==> src/rtl/ctrl_pkg.sv <==
`default_nettype none
// ============================================================================
//  Module      : ctrl_pkg
//  Description : Shared types and encodings for the LEGv8 multi-cycle
//                controller: FSM state enumeration, opcode classes,
//                ALUSrcB / ALUOp encodings and opcode casez patterns.
//  Revision    : 1.0 - initial release
// ============================================================================
package ctrl_pkg;

    // Controller states (explicit 4-bit encoding)
    typedef enum logic [3:0] {
        IDLE     = 4'd0,
        FETCH    = 4'd1,
        DECODE   = 4'd2,
        EXEC_R   = 4'd3,
        R_WB     = 4'd4,
        MEM_ADDR = 4'd5,
        MEM_RD   = 4'd6,
        MEM_WB   = 4'd7,
        MEM_WR   = 4'd8,
        BRANCH   = 4'd9,
        HALT     = 4'd10
    } state_t;

    // Instruction classes produced by the opcode decoder
    typedef enum logic [2:0] {
        OPC_R       = 3'd0,
        OPC_LD      = 3'd1,
        OPC_ST      = 3'd2,
        OPC_CBZ     = 3'd3,
        OPC_ILLEGAL = 3'd4
    } opclass_t;

    // ALU B-operand source select
    localparam logic [1:0] c_alub_reg  = 2'b00;  // register B
    localparam logic [1:0] c_alub_four = 2'b01;  // constant 4
    localparam logic [1:0] c_alub_imm  = 2'b10;  // sign-extended immediate
    localparam logic [1:0] c_alub_br   = 2'b11;  // immediate << 2

    // ALU operation select
    localparam logic [1:0] c_aluop_add   = 2'b00;
    localparam logic [1:0] c_aluop_passb = 2'b01;
    localparam logic [1:0] c_aluop_funct = 2'b10;

    // Opcode patterns for casez ('?' positions are don't-care)
    localparam logic [10:0] c_op_r_a = 11'b1?0_0101_1000;  // ADD / SUB
    localparam logic [10:0] c_op_r_b = 11'b10?_0101_0000;  // AND / ORR
    localparam logic [10:0] c_op_ldur = 11'b111_1100_0010;
    localparam logic [10:0] c_op_stur = 11'b111_1100_0000;
    localparam logic [10:0] c_op_cbz  = 11'b101_1010_0???;

endpackage : ctrl_pkg
`default_nettype wire

==> src/rtl/op_class.sv <==
`default_nettype none
// ============================================================================
//  Module      : op_class
//  Description : Combinational opcode classifier. Maps the 11-bit LEGv8
//                opcode field to one of R / LD / ST / CBZ / ILLEGAL.
//  Ports       : i_op  [10:0] in  - IR[31:21]
//                o_cls [2:0]  out - instruction class (opclass_t)
//  Revision    : 1.0 - initial release
// ============================================================================
module op_class
    import ctrl_pkg::*;
(
    input  logic [10:0] i_op,
    output opclass_t    o_cls
);

    always_comb begin
        o_cls = OPC_ILLEGAL;
        casez (i_op)
            c_op_r_a,
            c_op_r_b:  o_cls = OPC_R;
            c_op_ldur: o_cls = OPC_LD;
            c_op_stur: o_cls = OPC_ST;
            c_op_cbz:  o_cls = OPC_CBZ;
            default:   o_cls = OPC_ILLEGAL;
        endcase
    end

endmodule : op_class
`default_nettype wire

==> src/rtl/multicycle_ctrl.sv <==
`default_nettype none
// ============================================================================
//  Module      : multicycle_ctrl
//  Description : Multi-cycle control FSM for the LEGv8 core. Sequences a
//                shared-ALU / single-memory datapath through fetch, decode,
//                execute, memory and writeback, with req/ack memory wait
//                states, illegal-opcode trapping and a memory timeout.
//  Ports       : clk, reset (async, active-high)
//                Op[10:0], Zero, mem_ack                      - inputs
//                PCWrite, PCSrc, IorD, IRWrite, Reg2Loc,
//                ALUSrcA, ALUSrcB[1:0], ALUOp[1:0], MemRead,
//                MemWrite, MemtoReg, RegWrite                 - datapath ctl
//                instr_done, illegal (pulses), fault (sticky) - status
//  Revision    : 1.0 - initial release
// ============================================================================
module multicycle_ctrl
    import ctrl_pkg::*;
#(
    parameter int TIMEOUT = 255,
    parameter int CNT_W   = 8
) (
    input  logic        clk,
    input  logic        reset,
    input  logic [10:0] Op,
    input  logic        Zero,
    input  logic        mem_ack,
    output logic        PCWrite,
    output logic        PCSrc,
    output logic        IorD,
    output logic        IRWrite,
    output logic        Reg2Loc,
    output logic        ALUSrcA,
    output logic [1:0]  ALUSrcB,
    output logic [1:0]  ALUOp,
    output logic        MemRead,
    output logic        MemWrite,
    output logic        MemtoReg,
    output logic        RegWrite,
    output logic        instr_done,
    output logic        illegal,
    output logic        fault
);

    state_t             r_state;
    state_t             w_state_next;
    logic [CNT_W-1:0]   r_wait_cnt;
    logic [CNT_W-1:0]   w_wait_cnt_next;
    logic [CNT_W-1:0]   w_wait_cnt_inc;
    logic               w_timeout;
    logic               r_fault;
    logic               w_fault_next;
    opclass_t           w_cls;

    op_class u_op_class (
        .i_op  (Op),
        .o_cls (w_cls)
    );

    assign w_wait_cnt_inc = r_wait_cnt + 1'b1;
    assign w_timeout      = (w_wait_cnt_inc == CNT_W'(TIMEOUT));
    assign fault          = r_fault;

    always_ff @(posedge clk or posedge reset) begin
        if (reset) begin
            r_state    <= IDLE;
            r_wait_cnt <= '0;
            r_fault    <= 1'b0;
        end else begin
            r_state    <= w_state_next;
            r_wait_cnt <= w_wait_cnt_next;
            r_fault    <= w_fault_next;
        end
    end

    always_comb begin
        w_state_next    = r_state;
        // The counter is zero everywhere except while stalled on memory,
        // so it is already clear on entry to any wait state.
        w_wait_cnt_next = '0;
        w_fault_next    = r_fault;
        PCWrite         = 1'b0;
        PCSrc           = 1'b0;
        IorD            = 1'b0;
        IRWrite         = 1'b0;
        Reg2Loc         = 1'b0;
        ALUSrcA         = 1'b0;
        ALUSrcB         = c_alub_reg;
        ALUOp           = c_aluop_add;
        MemRead         = 1'b0;
        MemWrite        = 1'b0;
        MemtoReg        = 1'b0;
        RegWrite        = 1'b0;
        instr_done      = 1'b0;
        illegal         = 1'b0;

        // Shared stall handling for FETCH / MEM_RD / MEM_WR. An ack in the
        // same cycle the count would hit TIMEOUT takes precedence.
        if ((r_state == FETCH || r_state == MEM_RD || r_state == MEM_WR) && !mem_ack) begin
            w_wait_cnt_next = w_wait_cnt_inc;
            if (w_timeout) begin
                w_fault_next = 1'b1;
                w_state_next = HALT;
            end
        end

        case (r_state)
            IDLE: begin
                w_state_next = FETCH;
            end
            FETCH: begin
                MemRead = 1'b1;
                ALUSrcB = c_alub_four;
                if (mem_ack) begin
                    IRWrite      = 1'b1;
                    PCWrite      = 1'b1;
                    w_state_next = DECODE;
                end
            end
            DECODE: begin
                ALUSrcB = c_alub_br;
                Reg2Loc = (w_cls == OPC_ST) || (w_cls == OPC_CBZ);
                case (w_cls)
                    OPC_R:   w_state_next = EXEC_R;
                    OPC_LD,
                    OPC_ST:  w_state_next = MEM_ADDR;
                    OPC_CBZ: w_state_next = BRANCH;
                    default: begin
                        illegal      = 1'b1;
                        w_state_next = IDLE;
                    end
                endcase
            end
            EXEC_R: begin
                ALUSrcA      = 1'b1;
                ALUOp        = c_aluop_funct;
                w_state_next = R_WB;
            end
            R_WB: begin
                RegWrite     = 1'b1;
                ALUSrcA      = 1'b1;
                ALUOp        = c_aluop_funct;
                instr_done   = 1'b1;
                w_state_next = FETCH;
            end
            MEM_ADDR: begin
                ALUSrcA      = 1'b1;
                ALUSrcB      = c_alub_imm;
                Reg2Loc      = (w_cls == OPC_ST);
                w_state_next = (w_cls == OPC_ST) ? MEM_WR : MEM_RD;
            end
            MEM_RD: begin
                MemRead = 1'b1;
                IorD    = 1'b1;
                if (mem_ack) begin
                    w_state_next = MEM_WB;
                end
            end
            MEM_WB: begin
                RegWrite     = 1'b1;
                MemtoReg     = 1'b1;
                instr_done   = 1'b1;
                w_state_next = FETCH;
            end
            MEM_WR: begin
                MemWrite = 1'b1;
                IorD     = 1'b1;
                Reg2Loc  = 1'b1;
                if (mem_ack) begin
                    instr_done   = 1'b1;
                    w_state_next = FETCH;
                end
            end
            BRANCH: begin
                Reg2Loc      = 1'b1;
                ALUSrcA      = 1'b1;
                ALUOp        = c_aluop_passb;
                PCWrite      = Zero;
                PCSrc        = Zero;
                instr_done   = 1'b1;
                w_state_next = FETCH;
            end
            HALT: begin
                w_state_next = HALT;
            end
            default: begin
                w_state_next = IDLE;
            end
        endcase
    end

endmodule : multicycle_ctrl
`default_nettype wire

==> config.mk <==
export PLATFORM = sky130hd
export DESIGN_NAME = multicycle_ctrl
export DESIGN_NICKNAME = d
export VERILOG_FILES = /design/src/rtl/ctrl_pkg.sv /design/src/rtl/op_class.sv /design/src/rtl/multicycle_ctrl.sv
export SDC_FILE = /design/constraint.sdc
export NUM_CORES = 1
export LEC_CHECK = 0
export CORE_MARGIN = 2
export CORE_UTILIZATION = 35
export CTS_CLUSTER_SIZE = 20
export DETAILED_ROUTE_END_ITERATION = 10
export DONT_BUFFER_PORTS = 1
export GPL_TIMING_DRIVEN = 1
export PLACE_DENSITY = 0.54
export SLEW_MARGIN = 20
export SYNTH_ARGS = -nofsm -noshare
export SYNTH_HDL_FRONTEND = slang
export SYNTH_SLANG_ARGS = --single-unit
==> constraint.sdc <==
create_clock -name clk -period 2.4 [get_ports clk]
set_clock_uncertainty 0.05 [all_clocks]
set_input_delay 0.6 -clock clk [delete_from_list [all_inputs] [get_ports clk]]
set_output_delay 0.6 -clock clk [all_outputs]
set_load 0.02 [all_outputs]
==> flow_summary.rst, run 1 <==
.. list-table::
   :header-rows: 1

   * - Metric
     - Value
   * - Status
     - finished clean
   * - Fraction of final layout cells sized beyond drive strength 1
     - 22.1%
   * - Synthesized netlist net count
     - 143
   * - Placer's final routability congestion estimate
     - 0.916
   * - Aggregate negative setup slack
     - 0 ns
   * - DRC violation total after the first TritonRoute iteration
     - 30
   * - Total gr overflow
     - 0
   * - Number of CTS-inserted buffers
     - 3
   * - Cell leakage power
     - 0.484 nW
   * - Fmax achieved
     - 432 MHz
   * - Global-route wire length before repair
     - 4.07 mm
   * - Max-slew violation total from the final report
     - 0
   * - Initial antenna violation count
     - 0
   * - Maximum level of the CTS H-tree
     - 1
   * - Top flip-flop cell by instance count after synthesis
     - sky130_fd_sc_hd__dfrtp_1
   * - DR WL met3
     - 135 µm
   * - CTS Root Buffer Type
     - sky130_fd_sc_hd__clkbuf_4
   * - Port Buf Inserts
     - 0
   * - Number of nets in the layout
     - 154
   * - Core region area
     - 2760 µm²
   * - Worst hold slack
     - 0.165 ns
   * - Synthesized area divided by synthesized cell count
     - 8.09 µm²
   * - Number of enable-type register cells in the synthesized netlist
     - 0
   * - Transition time at the pin with the least slew margin
     - 0.463 ns
   * - # diodes
     - 0
   * - Number of endpoints with negative hold slack in the final report
     - 0
   * - Average detailed-routed wire length per instance
     - 14.0 µm
   * - Pin count of the biggest net entering global routing
     - 15
   * - R2R Path End
     - r_state[0]
   * - Effective utilization at floorplan
     - 37.0%
   * - Rows
     - 19
   * - Die footprint
     - 3360 µm²
   * - CTS tree
     - built
   * - Detailed route wirelength on metal2
     - 1.06 mm
   * - Origin of the worst setup path
     - Op[5]
   * - Maximum vdd ir drop
     - 0.462 mV
   * - Distinct cell type count after synthesis
     - 42
   * - Number of synthesized register bits
     - 13
   * - Cell Area, Synth
     - 1020 µm²
   * - Startpoint of the most critical register-to-register path
     - r_state[3]
   * - Max Cap Viol
     - 0
   * - Via-to-Cell Ratio
     - 5.79
   * - RSZ-0062 raised after global routing
     - no
   * - Max transition margin
     - 69.1%
   * - Cells after synthesis
     - 126
   * - Clock-pin slew reported for the worst setup and hold paths after clock tree synthesis
     - 0.08 ns
   * - Final Cycle Share
     - 96.4%
   * - DRC errors left
     - 0
   * - Buffer depth of the longest clock path
     - 2
   * - Minimum setup slack among reg-to-reg paths
     - 0.37 ns
   * - Post-route met1 wirelength
     - 1.13 mm
   * - Yosys warns
     - 0
   * - DR vias
     - 967
   * - Top cell types by occurrence after synthesis
     - sky130_fd_sc_hd__nand2_1, sky130_fd_sc_hd__nor2_1, sky130_fd_sc_hd__dfrtp_1, sky130_fd_sc_hd__a21oi_1
   * - Antenna viol nets, final
     - 0
   * - Drt pass-1 iters
     - 4
   * - Clock Sinks
     - 13
   * - Cell taking the most area after synthesis
     - sky130_fd_sc_hd__dfrtp_1
   * - Post-detailed-placement half-perimeter wirelength
     - 1.85 mm
   * - Required time of the critical path
     - 1.75 ns
   * - CTS hold repair buffers
     - 0
   * - End of the critical path
     - Reg2Loc
   * - Count of cells along the worst register-to-register path
     - 5
   * - Worst Setup Slack post-DPL
     - 0.0244 ns
   * - Synth-to-Final Area Change
     - 15.0%
   * - Via count of the first global-routing pass
     - 936
   * - Final worst setup slack
     - 0.0866 ns
   * - Overall routed net length
     - 2.34 mm
   * - Die boundary height
     - 58.0 µm
   * - Top area cells in the synthesized netlist
     - sky130_fd_sc_hd__dfrtp_1, sky130_fd_sc_hd__nand2_1, sky130_fd_sc_hd__nor2_1, sky130_fd_sc_hd__nand2b_1, sky130_fd_sc_hd__a21oi_1
   * - Kind of path behind the tightest hold check
     - primary input to async pin
   * - Fin crit period
     - 2.31 ns
   * - Arrival time of the worst setup path
     - 1.66 ns
   * - Final setup fails
     - 0
   * - Category of the worst setup path capture point
     - output port
   * - Setup crit start kind
     - primary input
   * - I/O pin count
     - 32
   * - Crit Path Max Fanout
     - 3
   * - Critical path start-end classification
     - primary input to output port
   * - Proportion of netlist area held by the largest area contributor
     - 31.9%
   * - Die extent in x
     - 58.0 µm
   * - Dominant cell by count in the synthesized netlist
     - sky130_fd_sc_hd__nand2_1
   * - Top layer in use
     - met4
   * - Worst-skew pair later-pin latency
     - 0.27 ns
   * - Asr flop ratio synth
     - 100%
   * - Power density cells
     - 786 nW/µm²
   * - Sequential share of the synthesized area
     - 31.9%
   * - All-Layer GR Usage
     - 15.3%
## worst min-delay path by stage
stage | start | to | slack [ns] | cells past startpoint
2_1_floorplan | r_wait_cnt[0] | r_wait_cnt[0] | 0.40 | 1
3_3_place_gp | r_wait_cnt[0] | r_wait_cnt[0] | 0.41 | 1
3_5_place_dp | r_wait_cnt[0] | r_wait_cnt[0] | 0.43 | 1
4_1_cts | reset | r_wait_cnt[6] | 0.19 | 1
5_1_grt | reset | r_wait_cnt[6] | 0.19 | 1
6_report | reset | r_wait_cnt[6] | 0.17 | 1
## stage by stage
step / cells / instance area, µm² / total power, mW / utilization, %
6_report: 167 / 1170 / 0.921 / 42.5
4_1_cts: 167 / 1150 / 0.924 / 41.9
3_5_place_dp: 163 / 1120 / 0.782 / 40.5
5_1_grt: 167 / 1170 / 0.997 / 42.5
3_3_place_gp: 163 / 1120 / 0.775 / 40.5
2_1_floorplan: 126 / 1020 / 0.670 / -
## layer usage
layer  GRT usage [%]  vias to the layer above
li1                -                      477
met1            20.7                      466
met2            24.7                       22
met3            2.01                        2
met4            5.98                        0
met5               0                        -
## cell type report
| class | count | area, µm² |
|---|---|---|
| tap | 31 | 38.8 |
| inverter | 5 | 18.8 |
| sequential | 13 | 329 |
| multi-input combinational | 104 | 683 |
| timing repair buffer | 10 | 75.1 |
| fill | 298 | 1590 |
| clock buffer | 3 | 22.5 |
| clock inverter | 1 | 5.00 |
## power by group
part | internal (mW) | switching (mW)
logic | 0.164 | 0.295
registers | 0.252 | 0.0767
clock network | 0.0617 | 0.0709
## what timing repair did
item / 4_1_cts / 5_1_grt
pin swaps: 0 / 2
resized for setup: 3 / 6
setup endpoints to repair: 3 / 6
buffers inserted: 0 / 0
## critical path: stages
cell and delay [ns]:
sky130_fd_sc_hd__or4b_4 0.52, sky130_fd_sc_hd__nor3b_2 0.26, sky130_fd_sc_hd__o221ai_2 0.14, sky130_fd_sc_hd__nand2_2 0.13
## cells by family after synthesis
group	share of synthesized area, %
AO/OA/AOI/OAI	19.9
multiplexers	1.96
buffers and inverters	3.56
AND/OR/NAND/NOR	36.0
flip-flops	31.9
adder cells (fa/ha/maj)	2.45
XOR/XNOR	4.30
## flip-flops by register name (all words and copies together), names as in the netlist
name and cells:
fault 1, r_wait_cnt 8, r_state 4
## layout by cell type (no fill, tap or decap), types with 2 or more instances in the layout
cell type	count
sky130_fd_sc_hd__nand2_1	14
sky130_fd_sc_hd__nor2_1	13
sky130_fd_sc_hd__dfrtp_1	10
sky130_fd_sc_hd__buf_4	10
sky130_fd_sc_hd__a21oi_1	7
sky130_fd_sc_hd__nand2b_1	6
sky130_fd_sc_hd__inv_1	5
sky130_fd_sc_hd__nand3_1	5
sky130_fd_sc_hd__o21ai_0	5
sky130_fd_sc_hd__nor3_1	4
sky130_fd_sc_hd__nor2b_1	4
sky130_fd_sc_hd__xor2_1	3
sky130_fd_sc_hd__or3_1	3
sky130_fd_sc_hd__clkbuf_4	3
sky130_fd_sc_hd__dfrtp_2	3
sky130_fd_sc_hd__nand3b_1	2
sky130_fd_sc_hd__and3_1	2
sky130_fd_sc_hd__nand4_1	2
sky130_fd_sc_hd__xnor2_1	2
sky130_fd_sc_hd__mux2i_1	2
sky130_fd_sc_hd__nor3_2	2
sky130_fd_sc_hd__o211ai_1	2
sky130_fd_sc_hd__o32ai_1	2
sky130_fd_sc_hd__a31oi_1	2
sky130_fd_sc_hd__ha_1	2
No activity file was read; power rests on OpenSTA's default activity.
==> run 2, diff against run 1 <==
--- a/config.mk
+++ b/config.mk
@@ -5,7 +5,6 @@
 export SDC_FILE = /design/constraint.sdc
 export NUM_CORES = 1
 export LEC_CHECK = 0
-export CORE_MARGIN = 2
 export CORE_UTILIZATION = 35
 export CTS_CLUSTER_SIZE = 20
 export DETAILED_ROUTE_END_ITERATION = 10
@@ -16,3 +15,4 @@
 export SYNTH_ARGS = -nofsm -noshare
 export SYNTH_HDL_FRONTEND = slang
 export SYNTH_SLANG_ARGS = --single-unit
+export TNS_END_PERCENT = 10
==> run 2 against run 1 <==
Sequential cell count did not move. Via count fell by 0.10%. Clock power barely moved. Largest power group unchanged. Total power rose by 1.5%. Sequential share of layout area rose by 0.090 points.
==> flow_summary.rst, run 2 (synthesized netlist as in run 1, its figures left out) <==
.. list-table::
   :header-rows: 1

   * - Metric
     - Value
   * - Max reg flops
     - 8
   * - Maximum vdd ir drop
     - 0.426 mV
   * - Fmax achieved
     - 421 MHz
   * - Final setup fails
     - 0
   * - Overall routed net length
     - 2.40 mm
   * - Power density cells
     - 800 nW/µm²
   * - Via-to-Cell Ratio
     - 5.75
   * - Setup crit start kind
     - primary input
   * - Core region area
     - 2760 µm²
   * - Global-route wire length before repair
     - 3.91 mm
   * - DRC violation total after the first TritonRoute iteration
     - 33
   * - Kind of path behind the tightest hold check
     - primary input to async pin
   * - Die extent in x
     - 56.0 µm
   * - RSZ-0062 raised after global routing
     - yes
   * - DR vias
     - 966
   * - Number of CTS-inserted buffers
     - 3
   * - Fraction of final layout cells sized beyond drive strength 1
     - 20.4%
   * - Total gr overflow
     - 0
   * - Final standard cell count with taps included and fillers excluded
     - 168
   * - Pin count of the biggest net entering global routing
     - 14
   * - Max transition margin
     - 66.8%
   * - Number of endpoints with negative hold slack in the final report
     - 0
   * - Die footprint
     - 3130 µm²
   * - Initial antenna violation count
     - 0
   * - Worst Setup Slack post-DPL
     - -0.00475 ns
   * - Die boundary height
     - 56.0 µm
   * - Top reg by flops
     - r_wait_cnt
   * - Post-detailed-placement half-perimeter wirelength
     - 1.89 mm
   * - Worst hold slack
     - 0.181 ns
   * - Minimum setup slack among reg-to-reg paths
     - 0.40 ns
   * - Rows
     - 19
   * - Total power draw
     - 0.935 mW
   * - Worst-skew pair later-pin latency
     - 0.27 ns
   * - Post-CTS Setup Inserts
     - 0
   * - Critical path start-end classification
     - primary input to output port
   * - # diodes
     - 0
   * - Via count of the first global-routing pass
     - 901
   * - Category of the worst setup path capture point
     - output port
   * - Aggregate negative setup slack
     - 0 ns
   * - DRC errors left
     - 0
   * - Average detailed-routed wire length per instance
     - 14.3 µm
   * - CTS Root Buffer Type
     - sky130_fd_sc_hd__clkbuf_4
   * - Synth-to-Final Area Change
     - 14.6%
   * - Commonest non-fill, non-tap cell in the layout
     - sky130_fd_sc_hd__nand2_1
   * - Placer's final routability congestion estimate
     - 0.891
   * - Final worst setup slack
     - 0.0269 ns
   * - CTS tree
     - built
   * - Total placed cells including tap cells
     - 164
   * - Required time of the critical path
     - 1.75 ns
   * - Buffer depth of the longest clock path
     - 2
   * - Commonest cells after routing, fill and taps aside
     - sky130_fd_sc_hd__nand2_1, sky130_fd_sc_hd__nor2_1, sky130_fd_sc_hd__buf_4, sky130_fd_sc_hd__dfrtp_1, sky130_fd_sc_hd__a21oi_1
   * - Maximum level of the CTS H-tree
     - 1
   * - Arrival time of the worst setup path
     - 1.72 ns
   * - Clock-pin slew reported for the worst setup and hold paths after clock tree synthesis
     - 0.08 ns
   * - Max-slew violation total from the final report
     - 0
   * - Number of nets in the layout
     - 155
   * - Max Cap Viol
     - 0
   * - All-Layer GR Usage
     - 15.3%
   * - Cell leakage power
     - 0.485 nW
   * - Fin crit period
     - 2.37 ns
   * - I/O pin count
     - 32
   * - Effective utilization at floorplan
     - 37.0%
   * - Drt pass-1 iters
     - 5
   * - Antenna viol nets, final
     - 0
   * - Port Buf Inserts
     - 0
   * - CTS hold repair buffers
     - 0
   * - Transition time at the pin with the least slew margin
     - 0.497 ns
   * - Number of fill cells
     - 286
   * - Crit Path Max Fanout
     - 3
   * - Final Cycle Share
     - 98.9%
   * - Status
     - finished clean
   * - Clock Sinks
     - 13
[run 2: changes by cell type in the layout (fill, tap and decap cells not counted), sizes merged]
cell,before,now
clkbuf,3,4
buf,10,11
clkinv,1,0
[run 2: worst paths after layout]
path / from / to / cells after the start
hold / removal: reset / r_wait_cnt[3] / 1
min in group clk: mem_ack / r_state[0] / 1
hold reg to reg: r_wait_cnt[0] / r_wait_cnt[0] / 1
setup / recovery: Op[5] / Reg2Loc / 4
setup reg to reg: r_state[2] / r_state[0] / 5
max in group asynchronous: reset / r_state[3] / 1
[run 2: report_power, final]
part | internal [mW] | switching, mW
Clock | 0.0644 | 0.0715
Combinational | 0.172 | 0.310
Sequential | 0.251 | 0.0663
[run 2: cell type report]
| cell class | count | area [µm²] | share of cell area, % |
|---|---|---|---|
| clock buffers | 4 | 26.3 | 2.25 |
| multi-input cells | 104 | 673 | 57.6 |
| repair buffers | 11 | 82.6 | 7.07 |
| well taps | 31 | 38.8 | 3.32 |
| flip-flops and latches | 13 | 329 | 28.2 |
| inverters | 5 | 18.8 | 1.61 |
[run 2: routing by layer]
metal  track usage (%)  routed length (µm)
met3              2.56                 154
met1              21.4                1120
met5                 0                   0
met4              6.62                  27
met2              23.3                1100
[run 2: critical path: stages]
cell                       delay [ns]
sky130_fd_sc_hd__or4b_1          0.55
sky130_fd_sc_hd__nor3b_2         0.24
sky130_fd_sc_hd__o221ai_1        0.18
sky130_fd_sc_hd__nand2_2         0.15
[run 2: what timing repair did]
action | 4_1_cts | 5_1_grt
setup endpoints to repair | 3 | 2
pin swaps | 0 | 1
resized for setup | 3 | 4
[run 2: through the flow]
| stage | utilization, % | area [µm²] |
|---|---|---|
| final | 42.4 | 1170 |
| after global routing | 42.4 | 1170 |
| after CTS | 42.1 | 1160 |
| after detailed placement | 40.7 | 1120 |
| after global placement | 40.7 | 1120 |
| after floorplan | - | 1020 |
